===== src/rtl/counter_4b_sched.sv =====
// Round-robin job sequencer for the 4-bit counter: loads a client's start value, runs the
// counter for the requested number of cycles, then returns the final Q and rco count.
module counter_4b_sched #(
  parameter int unsigned LEN_W  = 4,
  parameter int unsigned WRAP_W = 4
) (
  input  logic              clk,
  input  logic              reset,
  input  logic              req0,
  input  logic [1:0]        req0_mode,
  input  logic [3:0]        req0_D,
  input  logic [LEN_W-1:0]  req0_len,
  input  logic              req1,
  input  logic [1:0]        req1_mode,
  input  logic [3:0]        req1_D,
  input  logic [LEN_W-1:0]  req1_len,
  output logic              gnt0,
  output logic              gnt1,
  output logic              done0,
  output logic              done1,
  output logic [3:0]        result_Q,
  output logic [WRAP_W-1:0] wraps,
  output logic              busy,
  input  logic [3:0]        cnt_Q,
  input  logic              cnt_rco,
  output logic              cnt_enable,
  output logic [1:0]        cnt_mode,
  output logic [3:0]        cnt_D
);

  typedef enum logic [1:0] {StIdle, StGrant, StRun, StDone} state_e;

  localparam logic [1:0]        ModeLoad = 2'b11;
  localparam logic [WRAP_W-1:0] WrapMax  = '1;
  localparam logic [WRAP_W-1:0] WrapOne  = WRAP_W'(1);
  localparam logic [LEN_W-1:0]  LenOne   = LEN_W'(1);

  state_e             state;
  logic               owner;
  logic               rr_ptr;
  logic [1:0]         job_mode;
  logic [3:0]         job_d;
  logic [LEN_W-1:0]   remaining;

  // Winner: a lone requester, or the favoured one (rr_ptr) when both ask.
  logic               pick1;
  logic [1:0]         sel_mode;
  logic [3:0]         sel_d;
  logic [LEN_W-1:0]   sel_len;

  always_comb begin
    pick1 = req1;
    if (req0 && req1) begin
      pick1 = rr_ptr;
    end
    sel_mode = pick1 ? req1_mode : req0_mode;
    sel_d    = pick1 ? req1_D    : req0_D;
    sel_len  = pick1 ? req1_len  : req0_len;
  end

  // Result is only meaningful during the done pulse; the counter has settled by then.
  assign result_Q = (done0 || done1) ? cnt_Q : 4'd0;

  always_ff @(posedge clk or posedge reset) begin
    if (reset) begin
      state      <= StIdle;
      owner      <= 1'b0;
      rr_ptr     <= 1'b0;
      job_mode   <= 2'b00;
      job_d      <= 4'd0;
      remaining  <= '0;
      gnt0       <= 1'b0;
      gnt1       <= 1'b0;
      done0      <= 1'b0;
      done1      <= 1'b0;
      wraps      <= '0;
      busy       <= 1'b0;
      cnt_enable <= 1'b0;
      cnt_mode   <= 2'b00;
      cnt_D      <= 4'd0;
    end else begin
      gnt0  <= 1'b0;
      gnt1  <= 1'b0;
      done0 <= 1'b0;
      done1 <= 1'b0;
      unique case (state)
        StIdle: begin
          if (req0 || req1) begin
            owner      <= pick1;
            job_mode   <= sel_mode;
            job_d      <= sel_d;
            remaining  <= sel_len;
            wraps      <= '0;
            gnt0       <= ~pick1;
            gnt1       <= pick1;
            busy       <= 1'b1;
            cnt_enable <= 1'b1;
            cnt_mode   <= ModeLoad;
            cnt_D      <= sel_d;
            state      <= StGrant;
          end
        end
        StGrant: begin
          if (remaining == '0) begin
            cnt_enable <= 1'b0;
            cnt_mode   <= 2'b00;
            cnt_D      <= 4'd0;
            done0      <= ~owner;
            done1      <= owner;
            state      <= StDone;
          end else begin
            cnt_mode   <= job_mode;
            state      <= StRun;
          end
        end
        StRun: begin
          if (cnt_rco && (wraps != WrapMax)) begin
            wraps <= wraps + WrapOne;
          end
          remaining <= remaining - LenOne;
          if (remaining == LenOne) begin
            cnt_enable <= 1'b0;
            cnt_mode   <= 2'b00;
            cnt_D      <= 4'd0;
            done0      <= ~owner;
            done1      <= owner;
            state      <= StDone;
          end
        end
        StDone: begin
          busy   <= 1'b0;
          rr_ptr <= ~owner;
          state  <= StIdle;
        end
        default: state <= StIdle;
      endcase
    end
  end

endmodule


===== config.mk =====
export PLATFORM = sky130hd
export DESIGN_NAME = counter_4b_sched
export DESIGN_NICKNAME = d
export VERILOG_FILES = /design/src/rtl/counter_4b_sched.sv
export SDC_FILE = /design/constraint.sdc
export NUM_CORES = 1
export LEC_CHECK = 0
export CAP_MARGIN = 20
export CORE_MARGIN = 1
export CORE_UTILIZATION = 48
export CTS_BUF_LIST = sky130_fd_sc_hd__clkbuf_16
export DETAILED_ROUTE_END_ITERATION = 7
export PLACE_DENSITY = 0.91
export SETUP_SLACK_MARGIN = 0.4
export SLEW_MARGIN = 10
export SYNTH_ARGS = -nofsm -noshare
export SYNTH_HDL_FRONTEND = slang
export SYNTH_SLANG_ARGS = --single-unit

===== constraint.sdc =====
create_clock -name clk -period 3.5 [get_ports clk]
set_input_delay 0.35 -clock clk [delete_from_list [all_inputs] [get_ports clk]]
set_output_delay 0.35 -clock clk [all_outputs]
set_load 0.005 [all_outputs]

* Word-level counts from Yosys, hierarchy flattened
Index checks and enable logic that the tools add are counted.
** Word-level totals
- Bits in registers :: 26
- Latch bits :: 0
- RAM bits :: 0
- Bits in read-only memories :: 0
- Input port bits :: 29
- Output and inout bits :: 20
- Word-level logic and storage cells :: 80
- Memories :: 0
** Cells by class
- Add/sub/neg operators :: 2
- Multipliers :: 0
- Div/mod/pow operators :: 0
- $lt $le $gt $ge :: 0
- Eq/ne operators :: 9
- Shifts and indexed selects :: 0
- Multiplexer cells :: 37
- Bitwise operators :: 2
- Reductions and logical operators :: 16
** Operators with widths (number)
- 2-to-1 mux 4 bit :: 9
- case mux 4 bit (2 select lines) :: 2
- 2-to-1 mux 1 bit :: 13
- 2-to-1 mux 2 bit :: 6
- case mux 4 bit (3 select lines) :: 1
- inequality test 2 bit, second input constant :: 4
- case mux 2 bit (4 select lines) :: 1
- AND reduction 2 bit :: 4
- case mux 1 bit (2 select lines) :: 3
- case mux 2 bit (3 select lines) :: 1
- AND reduction 3 bit :: 2
- adder 4 x 1 -> 4 bit, second input constant :: 1
- equality test 2 bit, second input constant :: 2
- equality test 4 x 1 -> 1 bit, second input constant :: 1
- zero test 4 bit :: 1
- inequality test 4 bit, second input constant :: 1
- AND reduction 4 bit :: 1
- nonzero test 2 bit :: 2
- subtractor 4 x 1 -> 4 bit, second input constant :: 1
- case mux 1 bit (3 select lines) :: 1
- nonzero test 3 bit :: 1
- equality test 2 x 1 -> 1 bit, second input constant :: 1
- logical AND 1 bit :: 2
- zero test 2 bit :: 1
- 2 further kinds :: 4

* Logic depth before layout (Yosys ltp)
- Depth after elaboration :: 5
- Depth in mapped cells :: 6
- Depth with buffers taken out :: 6

* Worst setup path before layout
Ideal clock, no wire load.
- Path kind :: flip-flop to flip-flop
- Start point :: register remaining[1]
- End point :: register cnt_D[0]
- Setup time :: 0.095 ns
- Arrival :: 1.776 ns
- Data required time :: 3.405 ns
- Setup slack :: 1.628 ns
- Stages on the path, launching flop included :: 7
- Path buffers :: 0
- Period minus slack after synthesis :: 1.872 ns
- Path through :: dfrtp_1 -> inv_1 -> ha_1 -> or3b_4 -> a211o_4 -> or2_4 -> o31ai_1
** Between the ends
- Longest elaborated chain between the ends :: 3
- Elaborated cells on any way between the ends :: 5
- Those cells by class :: 3 x eq/ne; 2 x reduce/logical
** RTL lines
- from (decl) :: RTL line 43 : logic [LEN_W-1:0] remaining;
- from (signal assigned) :: RTL line 92 : remaining <= sel_len;
- from (signal assigned) :: RTL line 120 : remaining <= remaining - LenOne;
- equality test 4 x 1 -> 1 bit or zero test 4 bit (tied branches) :: RTL line 121, 104
- inequality test 2 bit (no source line)
- AND reduction 4 bit (no source line) (*)
- to (signal assigned) :: RTL line 99 : cnt_D <= sel_d;
- to (decl) :: RTL line 28 : output logic [3:0] cnt_D
Mark *: on every way between the ends. The rest lies on a longest branch, timed or not.
A chain may end at the register's enable or synchronous reset.

* Final worst setup path
- Start point :: register state[0]
- End point :: register wraps[3]
** Between the ends
- Longest elaborated chain between the ends :: 3
- Elaborated cells on any way between the ends :: 7
- Those cells by class :: 3 x eq/ne; 1 x mux; 3 x reduce/logical
** RTL lines
- from (decl) :: RTL line 38 : state_e state;
- from (signal assigned) :: RTL line 66 : state <= StIdle;
- from (signal assigned) :: RTL line 100 : state <= StGrant;
- from (signal assigned) :: RTL line 110 : state <= StDone;
- equality test 2 bit or zero test 2 bit (tied branches) :: RTL line 86 : unique case (state)
- inequality test 2 bit (no source line) or nonzero test 2 bit (tied branches)
- AND reduction 3 bit (no source line)
- to (signal assigned) :: RTL line 118 : wraps <= wraps + WrapOne;
- to (decl) :: RTL line 22 : output logic [WRAP_W-1:0] wraps,
Several ways; a longest one is shown, not always the timed one.

==> results.ini <==
[setup_path]
start_kind=register
crit_type=reg2reg
worst_ep_arrival_time_ns=2.52
cp.required_ns=3.68
end_kind=register
path_max_fanout=15

[clocking]
cts_tree=yes
root_buffer=clkbuf_16
hold_buffers=0
insertion_delay_ns=0.26
clock_sinks=26
htreeDepth=1
cts_made_buffers=3
cts_resized=0
post_cts_buffers=0
cts.reportedPaths.clkPinSlew_ns=0.06
clock_path_buffers=2

[place]
io_buffers=48
dp_hpwl_um=2844
gp_congestion=0.8969
placed_area_um2=1918

[drt]
drtPass1Iterations=4
route.detailed.drc=0
drtIter0Drc=52
vias=1354
ant_nets=0
avgViaCountPerCell=6.072
post_drt_wl_per_cell_um=17.31
wl_um=3860

[logic_synthesis]
yosys.cell_count.top_type=dfrtp_1
avgSynthCellArea_um2=9.887
synth_nets=180
yosysWarnings=0
ys_top_cells_by_count=26 x dfrtp_1, 17 x o21ai_0, 12 x nor2_1
ys.flop_type=dfrtp_1
synth_cells=143
syn_area_um2=1414
ys_ff_latch=26
synth.distinct_cells=32
synth_top_area_share_pct=46.02
synth_area_leaders=dfrtp_1 46%, ha_1 7.1%, mux2i_1 6.4%, o21ai_0 6.0%, a21oi_1 3.9%
ys_seq_area_share_pct=46.02
synth_area_leader_cell=dfrtp_1
async_flop_share_pct=100.0
synth_edf_count=0

[timing]
worstMarginPinSlew_ns=0.9859
relSlewSlack_pct=34.20
hold_violations=0
finalCritPeriodShare_pct=66.88
fmax_ghz=0.4272
tns_ns=0
finalMaxSlewViolations=0
skew_ns=0.004556
fin_crit_ns=2.341
setup_viol=0
rsz0062_at_grt=false

[global_route]
antenna_found_initial=0
grt_use_total_pct=26.27
grt_pass1_wl_um=6437
overflow=0
grt_max_degree=27
grt_pass1_vias=1382

[status]
status=finished clean

[min_path]
min_path_type=reg2reg

[power]
ir_worst_vdd_v=0.0006306
powerDensity_nw_per_um2=797.9
power.leakage_nw=0.8562

[die]
initial_core_util_pct=50.83
num_rows=19
die_h_um=56.27
die_x_um=56.27
core_area_um2=2781
ios=49
die_area_um2=3166

[final_layout]
nets=231
design_area_um2=1993
syn_to_final_growth_pct=40.97
post-route-util_pct=71.66
diodes=0
drive_above_1_share_pct=4.167

[flow_run]
maxCapViolations=0

-- critical path, cell delays in order (launching register included) --
cell     delay (ns)
dfrtp_1        0.42
inv_1          0.14
ha_1           0.51
nor2b_1        0.38
nor2_1         0.23
or4_1          0.43
a21oi_1        0.15
-- through the flow --
stage,power [mW],worst slack (ns),cells,hold slack (ns)
2_1_floorplan,1.007,1.628,143,0.3900
3_3_place_gp,1.257,1.441,220,0.4442
3_5_place_dp,1.320,1.302,220,0.4498
4_1_cts,1.579,1.211,223,0.4568
5_1_grt,1.701,1.018,223,0.4803
6_report,1.590,1.159,223,0.4535
-- metal layers --
layer	GRT usage (%)	wire, µm	vias up
met5	0	0	-
met4	11.15	102	0
met3	3.687	203	10
met2	47.62	2081	50
met1	30.95	1473	668
li1	-	-	626
-- area by class of cell --
cell class                      instances  area [µm²]
Tap cell                               31       38.79
Fill cell                             188       788.3
Inverter                                9       33.78
Timing Repair Buffer                   48       480.5
Sequential cell                        26       650.6
Clock buffer                            3       75.07
Multi-Input combinational cell        106       714.4
-- sequential cells by signal, indices dropped and copies added (netlist names), 2 cells and up --
name and count:
cnt_D 4, remaining 4, wraps 4, cnt_mode 2, job_mode 2, state 2
-- path summary, 6_finish.rpt --
check	depth (start not counted)	slack (ns)	endpoint	start
max reg2reg	6	1.16	wraps[3]$_DFFE_PP0P_	state[0]$_DFFE_PP0P_
max in group asynchronous	2	2.27	job_mode[1]$_DFFE_PP0P_	reset
min reg2reg	1	0.45	done0$_DFF_PP0_	owner$_DFFE_PP0P_
min in group asynchronous	2	0.63	wraps[0]$_DFFE_PP0P_	reset
max	6	1.16	wraps[3]$_DFFE_PP0P_	state[0]$_DFFE_PP0P_
min	1	0.45	done0$_DFF_PP0_	owner$_DFFE_PP0P_
-- cell usage in the layout, fill, tap and decap left out, types with 3 or more instances in the layout --
master,n
a21oi_1,11
clkbuf_16,3
clkdlybuf4s50_1,48
dfrtp_1,26
ha_1,8
inv_1,9
mux2i_1,9
nand2_1,8
nand3_1,4
nor2_1,12
nor2b_1,5
nor3_1,4
o21ai_0,17
o31ai_1,7
-- kinds of logic after synthesis --
kind of cell / count (synthesis) / synth area share (%)
muxes: 10 / 7.168
and+or+nand+nor: 39 / 13.89
AOI/OAI and AO/OA: 49 / 22.39
adders and majority gates: 8 / 7.080
buffers and inverters: 11 / 3.451
DFF: 26 / 46.02
-- report_power, final --
group	switching, mW	total (mW)	internal [mW]	leakage [nW]
sequential	0.0974	0.522	0.424	0.325
clock	0.0960	0.247	0.151	0.0370
combinational	0.446	0.822	0.376	0.494
total	0.639	1.59	0.951	0.856
No activity file was read; power rests on OpenSTA's default activity.
